==> src/rtl/arm_pkg.sv <==
// Shared ARM-subset pipeline types.
//   exe_cmd_t : 4-bit ALU command encoding
//   ctrl_t    : control bundle carried from ID to EXE
//   id_exe_t  : operand / immediate / register-index bundle carried from ID to EXE
package arm_pkg;

  localparam int unsigned ARM_DW = 32;
  localparam int unsigned ARM_RW = 4;

  typedef enum logic [3:0] {
    EXE_NOP = 4'b0000,
    EXE_MOV = 4'b0001,
    EXE_ADD = 4'b0010,
    EXE_ADC = 4'b0011,
    EXE_SUB = 4'b0100,
    EXE_SBC = 4'b0101,
    EXE_AND = 4'b0110,
    EXE_ORR = 4'b0111,
    EXE_EOR = 4'b1000,
    EXE_MVN = 4'b1001
  } exe_cmd_t;

  typedef struct packed {
    exe_cmd_t exe_cmd;
    logic     mem_r_en;
    logic     mem_w_en;
    logic     wb_en;
    logic     b;
    logic     s;
  } ctrl_t;

  typedef struct packed {
    logic [ARM_DW-1:0] pc;
    logic [ARM_DW-1:0] val_rn;
    logic [ARM_DW-1:0] val_rm;
    logic              imm;
    logic [11:0]       shift_op;
    logic [23:0]       simm24;
    logic [ARM_RW-1:0] dest;
    logic [ARM_RW-1:0] src1;
    logic [ARM_RW-1:0] src2;
    logic              c;
  } id_exe_t;

endpackage

==> src/rtl/id_exe_reg_pipe_reg.sv <==
// Generic W-bit pipeline register.
//   clk : rising-edge clock
//   rst : synchronous active-high reset to 0
//   en  : 1 = update, 0 = hold (hold wins over clr)
//   clr : when enabled, load 0 instead of d
//   d/q : data in / registered data out
module pipe_reg #(
  parameter int unsigned W = 8
) (
  input  logic         clk,
  input  logic         rst,
  input  logic         en,
  input  logic         clr,
  input  logic [W-1:0] d,
  output logic [W-1:0] q
);

  logic [W-1:0] q_q;
  logic [W-1:0] q_d;

  always_comb begin
    q_d = q_q;
    if (en) begin
      q_d = clr ? '0 : d;
    end
  end

  always_ff @(posedge clk) begin
    if (rst) q_q <= '0;
    else     q_q <= q_d;
  end

  assign q = q_q;

endmodule

==> src/rtl/id_exe_reg.sv <==
// ID/EXE pipeline register with freeze (memory stall), flush (taken branch),
// valid tracking and saturating flush/stall performance counters.
//   clk, rst          : rising-edge clock, synchronous active-high reset
//   freeze            : hold all state (beats flush)
//   flush             : load a bubble on the next unfrozen edge
//   *_in / *_out      : control, operand and field inputs and their registered copies
//   valid_out         : 1 = EXE holds a real instruction
//   flush_cnt         : number of flush edges taken (saturating)
//   stall_cnt         : number of frozen cycles (saturating)
module id_exe_reg
  import arm_pkg::*;
#(
  parameter int unsigned DW    = ARM_DW,
  parameter int unsigned RW    = ARM_RW,
  parameter int unsigned CNT_W = 16
) (
  input  logic             clk,
  input  logic             rst,
  input  logic             freeze,
  input  logic             flush,
  input  logic [3:0]       exe_cmd_in,
  input  logic             mem_r_en_in,
  input  logic             mem_w_en_in,
  input  logic             wb_en_in,
  input  logic             b_in,
  input  logic             s_in,
  input  logic [DW-1:0]    pc_in,
  input  logic [DW-1:0]    val_rn_in,
  input  logic [DW-1:0]    val_rm_in,
  input  logic             imm_in,
  input  logic [11:0]      shift_op_in,
  input  logic [23:0]      simm24_in,
  input  logic [RW-1:0]    dest_in,
  input  logic [RW-1:0]    src1_in,
  input  logic [RW-1:0]    src2_in,
  input  logic             c_in,
  output logic [3:0]       exe_cmd_out,
  output logic             mem_r_en_out,
  output logic             mem_w_en_out,
  output logic             wb_en_out,
  output logic             b_out,
  output logic             s_out,
  output logic [DW-1:0]    pc_out,
  output logic [DW-1:0]    val_rn_out,
  output logic [DW-1:0]    val_rm_out,
  output logic             imm_out,
  output logic [11:0]      shift_op_out,
  output logic [23:0]      simm24_out,
  output logic [RW-1:0]    dest_out,
  output logic [RW-1:0]    src1_out,
  output logic [RW-1:0]    src2_out,
  output logic             c_out,
  output logic             valid_out,
  output logic [CNT_W-1:0] flush_cnt,
  output logic [CNT_W-1:0] stall_cnt
);

  ctrl_t   ctrl_d;
  ctrl_t   ctrl_q;
  id_exe_t data_d;
  id_exe_t data_q;

  logic             en;
  logic             valid_q,     valid_d;
  logic [CNT_W-1:0] flush_cnt_q, flush_cnt_d;
  logic [CNT_W-1:0] stall_cnt_q, stall_cnt_d;

  assign en = ~freeze;

  always_comb begin
    ctrl_d          = '0;
    ctrl_d.exe_cmd  = exe_cmd_t'(exe_cmd_in);
    ctrl_d.mem_r_en = mem_r_en_in;
    ctrl_d.mem_w_en = mem_w_en_in;
    ctrl_d.wb_en    = wb_en_in;
    ctrl_d.b        = b_in;
    ctrl_d.s        = s_in;
  end

  always_comb begin
    data_d          = '0;
    data_d.pc       = pc_in;
    data_d.val_rn   = val_rn_in;
    data_d.val_rm   = val_rm_in;
    data_d.imm      = imm_in;
    data_d.shift_op = shift_op_in;
    data_d.simm24   = simm24_in;
    data_d.dest     = dest_in;
    data_d.src1     = src1_in;
    data_d.src2     = src2_in;
    data_d.c        = c_in;
  end

  pipe_reg #(.W($bits(ctrl_t))) u_ctrl_reg (
    .clk (clk),
    .rst (rst),
    .en  (en),
    .clr (flush),
    .d   (ctrl_d),
    .q   (ctrl_q)
  );

  pipe_reg #(.W($bits(id_exe_t))) u_data_reg (
    .clk (clk),
    .rst (rst),
    .en  (en),
    .clr (flush),
    .d   (data_d),
    .q   (data_q)
  );

  // An all-zero control bundle is a bubble from the control unit or hazard mux,
  // so it never marks EXE as holding a real instruction.
  always_comb begin
    valid_d     = valid_q;
    flush_cnt_d = flush_cnt_q;
    stall_cnt_d = stall_cnt_q;
    if (freeze) begin
      if (stall_cnt_q != '1) stall_cnt_d = stall_cnt_q + CNT_W'(1);
    end else if (flush) begin
      valid_d = 1'b0;
      if (flush_cnt_q != '1) flush_cnt_d = flush_cnt_q + CNT_W'(1);
    end else begin
      valid_d = (ctrl_d != '0);
    end
  end

  always_ff @(posedge clk) begin
    if (rst) begin
      valid_q     <= 1'b0;
      flush_cnt_q <= '0;
      stall_cnt_q <= '0;
    end else begin
      valid_q     <= valid_d;
      flush_cnt_q <= flush_cnt_d;
      stall_cnt_q <= stall_cnt_d;
    end
  end

  assign exe_cmd_out  = ctrl_q.exe_cmd;
  assign mem_r_en_out = ctrl_q.mem_r_en;
  assign mem_w_en_out = ctrl_q.mem_w_en;
  assign wb_en_out    = ctrl_q.wb_en;
  assign b_out        = ctrl_q.b;
  assign s_out        = ctrl_q.s;
  assign pc_out       = data_q.pc;
  assign val_rn_out   = data_q.val_rn;
  assign val_rm_out   = data_q.val_rm;
  assign imm_out      = data_q.imm;
  assign shift_op_out = data_q.shift_op;
  assign simm24_out   = data_q.simm24;
  assign dest_out     = data_q.dest;
  assign src1_out     = data_q.src1;
  assign src2_out     = data_q.src2;
  assign c_out        = data_q.c;
  assign valid_out    = valid_q;
  assign flush_cnt    = flush_cnt_q;
  assign stall_cnt    = stall_cnt_q;

endmodule
==> config.mk <==
export PLATFORM = sky130hd
export DESIGN_NAME = id_exe_reg
export DESIGN_NICKNAME = d
export VERILOG_FILES = /design/src/rtl/arm_pkg.sv /design/src/rtl/id_exe_reg_pipe_reg.sv /design/src/rtl/id_exe_reg.sv
export SDC_FILE = /design/constraint.sdc
export NUM_CORES = 1
export LEC_CHECK = 0
export ABC_AREA = 1
export CAP_MARGIN = 25
export CORE_MARGIN = 4
export CORE_UTILIZATION = 38
export CTS_CLUSTER_DIAMETER = 200
export DETAILED_ROUTE_END_ITERATION = 16
export GPL_TIMING_DRIVEN = 0
export PLACE_DENSITY = 0.77
export SYNTH_ARGS = -nofsm -noshare
export SYNTH_HDL_FRONTEND = slang
export SYNTH_HIERARCHICAL = 1
export SYNTH_SLANG_ARGS = --single-unit
==> constraint.sdc <==
create_clock -name clk -period 1.35 [get_ports clk]
set_input_delay 0.27 -clock clk [delete_from_list [all_inputs] [get_ports clk]]
set_output_delay 0.27 -clock clk [all_outputs]
set_load 0.05 [all_outputs]
==> summary by stage <==
Outcome
The run finished with clean final reports.

Min path
The worst hold path was traced through 2 stages. The startpoint identified for the worst hold timing path is rst. In this run the worst hold path is classified as in2reg. The end of the worst hold path is u_data_reg/q[3]$_SDFFE_PP0P_.

Clock network
The maximum clock path buffer count is 2. TritonCTS built the clock tree. The clock network latency to the later pin of the worst-skew pair is 0.43 ns. The clock sink count is 188. The H-tree generated during clock tree synthesis spans 4 levels. The TritonCTS buffer count is 17. The clock root buffer is clkbuf_16. After clock tree synthesis, the clock-pin slew on the worst setup and hold paths is 0.07 ns.

Route
The routed wire length per instance is 16.9 um. The post-detailed-route via-to-cell ratio is 4.98. The detail route stage leaves a number of antenna-violating nets equal to 0.

Wires add up to 27800 um. The first-pass iteration count of the detailed router is 5. The count of unresolved DRC violations after routing is 0. The initial detailed-routing violation count is approximately 460. The number of vias in the routed layout is 8207.

Timing
The number of hold-slack violations in the final timing report is 0. The final critical path takes up 99.7% of the cycle. The sum of negative setup slack is 0 ns. The final critical path time including I/O delays and setup is 1.35 ns.

On the final layout, the worst clock skew is 0.0134 ns. Derived from the worst setup path, the maximum achievable clock frequency is 743 MHz. Setup repair after global routing could not meet its margin everywhere. Headroom to the max-slew limit came out at a little under three fifths. The max-slew violation count is 0. Setup violations remaining at the end of the flow were counted as 0. At the pin with the least slew margin, the transition time is 0.660 ns.

Layout
Once layout is done, the placed cells without fillers occupy 11600 sq um. The count of cells in the finished layout, fillers not included, comes to 1647. The footprint of the flip-flops and latches is just under 4000 sq um. The share of post-route cells with drive strength above 1 is 27.6%. The filler cells instantiated in the layout total 1848. Summing all multi-input logic gate instances after layout gives 3470 sq um.

The number of nets in the layout is 1530. The final antenna diode count is 0. The layout overhead on the synthesized area is 52.8%.

GRT
The initial antenna violation count is 0. After global routing the overflow that remains totals 0. The global-route wire length before repair is 40800 um.

For this run, the total global-route usage over all layers was measured as a little under a quarter. The pin count of the biggest net entering global routing is 18. The via count of the first global-routing pass is 7648.

Pwr
The cell leakage power is 4.80 nW. The total power density per cell area is 1120 nW/um^2. IR analysis of the VDD net gives a maximum drop of 0.830 mV.

Critical path
The endpoint class of the critical path is an output pin. The maximum net fanout on the critical path is 4. The critical setup path kind is reg2out. The worst register-to-register path ends at stall_cnt[9]$_SDFFE_PP0P_. STA classifies the critical path startpoint as a flip-flop. The reg-to-reg startpoint is stall_cnt[6]$_SDFFE_PP0P_. STA puts the critical path data arrival time at 1.08 ns. The worst register-to-register path has a setup slack of about 0.010 ns. The critical path required time is about 1.1 ns. Counting cells, the worst reg-to-reg path comes to 6.

Synth
The synthesized area per cell is between 7 and 8 sq um. The post-synthesis cell count is 997. After synthesis, flip-flops and latches occupy 49.4% of the total area. The number of nets handed over by synthesis was 1158.

The count of yosys warnings during synthesis is 6. The synthesized design contains 188 register bits. In this run, distinct cell masters in the synthesized netlist total 35.

The synthesized netlist occupies a cell area of 7620 sq um.

Floorplanning
The die is 150 um wide. The die outline area is 22400 sq um. The die is 150 um tall. The initial utilization of the core area, before any placement, comes to 38.9%. After floorplanning, the core was divided into around 50 placement rows. 347 I/O pins were placed.

After floorplanning, the core was sized to cover between 15000 and 20000 sq um.

Placement
The routability-driven placement congestion ratio is between 0.8 and 0.9. In this run, placement finished with an instance count of 1606. Once placement finished, the instance area stood at about 12000 sq um. Buffers placed on the I/O ports in this run total 344.

The post-DP HPWL is 20600 um.

Run
The number of max-cap violations is 0.
Yosys cell counts:
| library cell | instances | share of area [%] |
|---|---|---|
| buf_4 | 14 | 1.4 |
| nor3_1 | 4 | 0.26 |
| nor2_4 | 4 | 0.59 |
| nand4_1 | 4 | 0.33 |
| a21oi_1 | 171 | 11 |
| nand3b_2 | 1 | 0.15 |
| buf_6 | 5 | 0.74 |
| nand2_2 | 4 | 0.33 |
| nand3_4 | 1 | 0.23 |
| and2_1 | 1 | 0.082 |
| clkbuf_1 | 3 | 0.15 |
| and2_0 | 1 | 0.082 |
| nand4_4 | 1 | 0.28 |
| dfxtp_1 | 188 | 49 |
| buf_1 | 4 | 0.20 |
| inv_1 | 26 | 1.3 |
| o21ai_0 | 5 | 0.33 |
| nand3_1 | 182 | 12 |
| nor2_2 | 6 | 0.49 |
| nor4_1 | 2 | 0.16 |
| nand2_4 | 3 | 0.44 |
| xor2_1 | 1 | 0.11 |
| nand3_2 | 4 | 0.53 |
| inv_4 | 1 | 0.082 |
| inv_2 | 4 | 0.20 |
| nand2_1 | 229 | 11 |
| a31oi_1 | 2 | 0.16 |
| nor2_1 | 69 | 3.4 |
| o211ai_1 | 1 | 0.099 |
| buf_2 | 46 | 3.0 |
| clkinv_1 | 1 | 0.049 |
| o21ai_1 | 1 | 0.066 |
| ha_1 | 2 | 0.33 |
| nand3b_1 | 5 | 0.49 |
| xnor2_1 | 1 | 0.11 |
logic make-up after synthesis:
kind of cell	share of synthesized area, %
compound gates	11.9
xor+xnor	0.230
fa+ha+maj	0.328
buf+inv	7.09
flops	49.4
simple gates	31.1
report_power, final:
group / leakage [nW] / total (mW) / internal [mW] / switching [mW]
clock network: 0.294 / 5.11 / 2.79 / 2.32
registers: 1.55 / 5.79 / 5.69 / 0.102
logic: 2.96 / 2.17 / 0.815 / 1.35
per-stage QoR:
step,power [mW],utilization [%],hold WS (ns),setup slack [ns]
CTS,13.2,57.8,0.132,0.000429
global placement,8.18,58.8,0.449,-0.489
global route,13.5,59.4,0.143,-0.126
floorplan,7.14,-,0.430,0.000108
detailed placement,8.20,58.8,0.453,-0.503
finish,13.1,59.4,0.157,0.00435
repair_timing:
| action | in CTS | in global routing |
|---|---|---|
| gates cloned | 0 | 2 |
| gates resized for setup | 986 | 84 |
| buffers inserted | 1 | 6 |
| hold buffers | 0 | 0 |
| pin swaps | 9 | 16 |
| endpoints found under the setup margin | 214 | 160 |
worst max path at each step:
stage,end,cells after the start,from
after detailed placement,u_data_reg/q[6]$_SDFFE_PP0P_,6,flush
after global placement,u_data_reg/q[12]$_SDFFE_PP0P_,6,flush
after global routing,stall_cnt[9]$_SDFFE_PP0P_,6,stall_cnt[6]$_SDFFE_PP0P_
after floorplan,stall_cnt[8]$_SDFFE_PP0P_,8,stall_cnt[8]$_SDFFE_PP0P_
final,stall_cnt[0],2,stall_cnt[0]$_SDFFE_PP0P_
after CTS,stall_cnt[10],1,stall_cnt[10]$_SDFFE_PP0P_
state kept, by name (all words and copies together), names as in the netlist:
register and flops:
u_data_reg/q 146, flush_cnt 16, stall_cnt 16, u_ctrl_reg/q 9, valid_out 1
layout by cell type (no fill, tap or decap), types with 7 or more instances in the layout:
master             n
nor2_1            63
nand3_1          178
clkbuf_4          46
nand2_2           12
nor2_4             9
buf_2            151
nor2_2             7
clkdlybuf4s50_1  156
buf_4             53
a21oi_1          165
nand2_1          220
inv_1             26
buf_6              8
clkbuf_16         20
dfxtp_2           10
dfxtp_1          156
dfxtp_4           22
cell type report:
class | instances | share of cell area (%)
Sequential cell | 188 | 33.1
Clock buffer | 22 | 4.44
Clock inverter | 10 | 0.774
Tap cell | 265 | 2.85
Inverter | 32 | 1.07
Timing Repair Buffer | 353 | 24.1
Buffer | 72 | 3.84
Multi-Input combinational cell | 705 | 29.8
metal layers:
metal | track usage (%) | routed length, um | share of wire (%)
met1 | 28.4 | 11400 | 41
met2 | 39.0 | 13500 | 49
met3 | 4.94 | 1820 | 6.6
met4 | 9.66 | 998 | 3.6
met5 | 0 | 0 | 0
worst max-delay path, cell delays in order (launching register included):
cell and delay (ns):
dfxtp_4 0.36, buf_4 0.15, buf_6 0.15
Note: power is estimated with default switching activity, not from simulation.
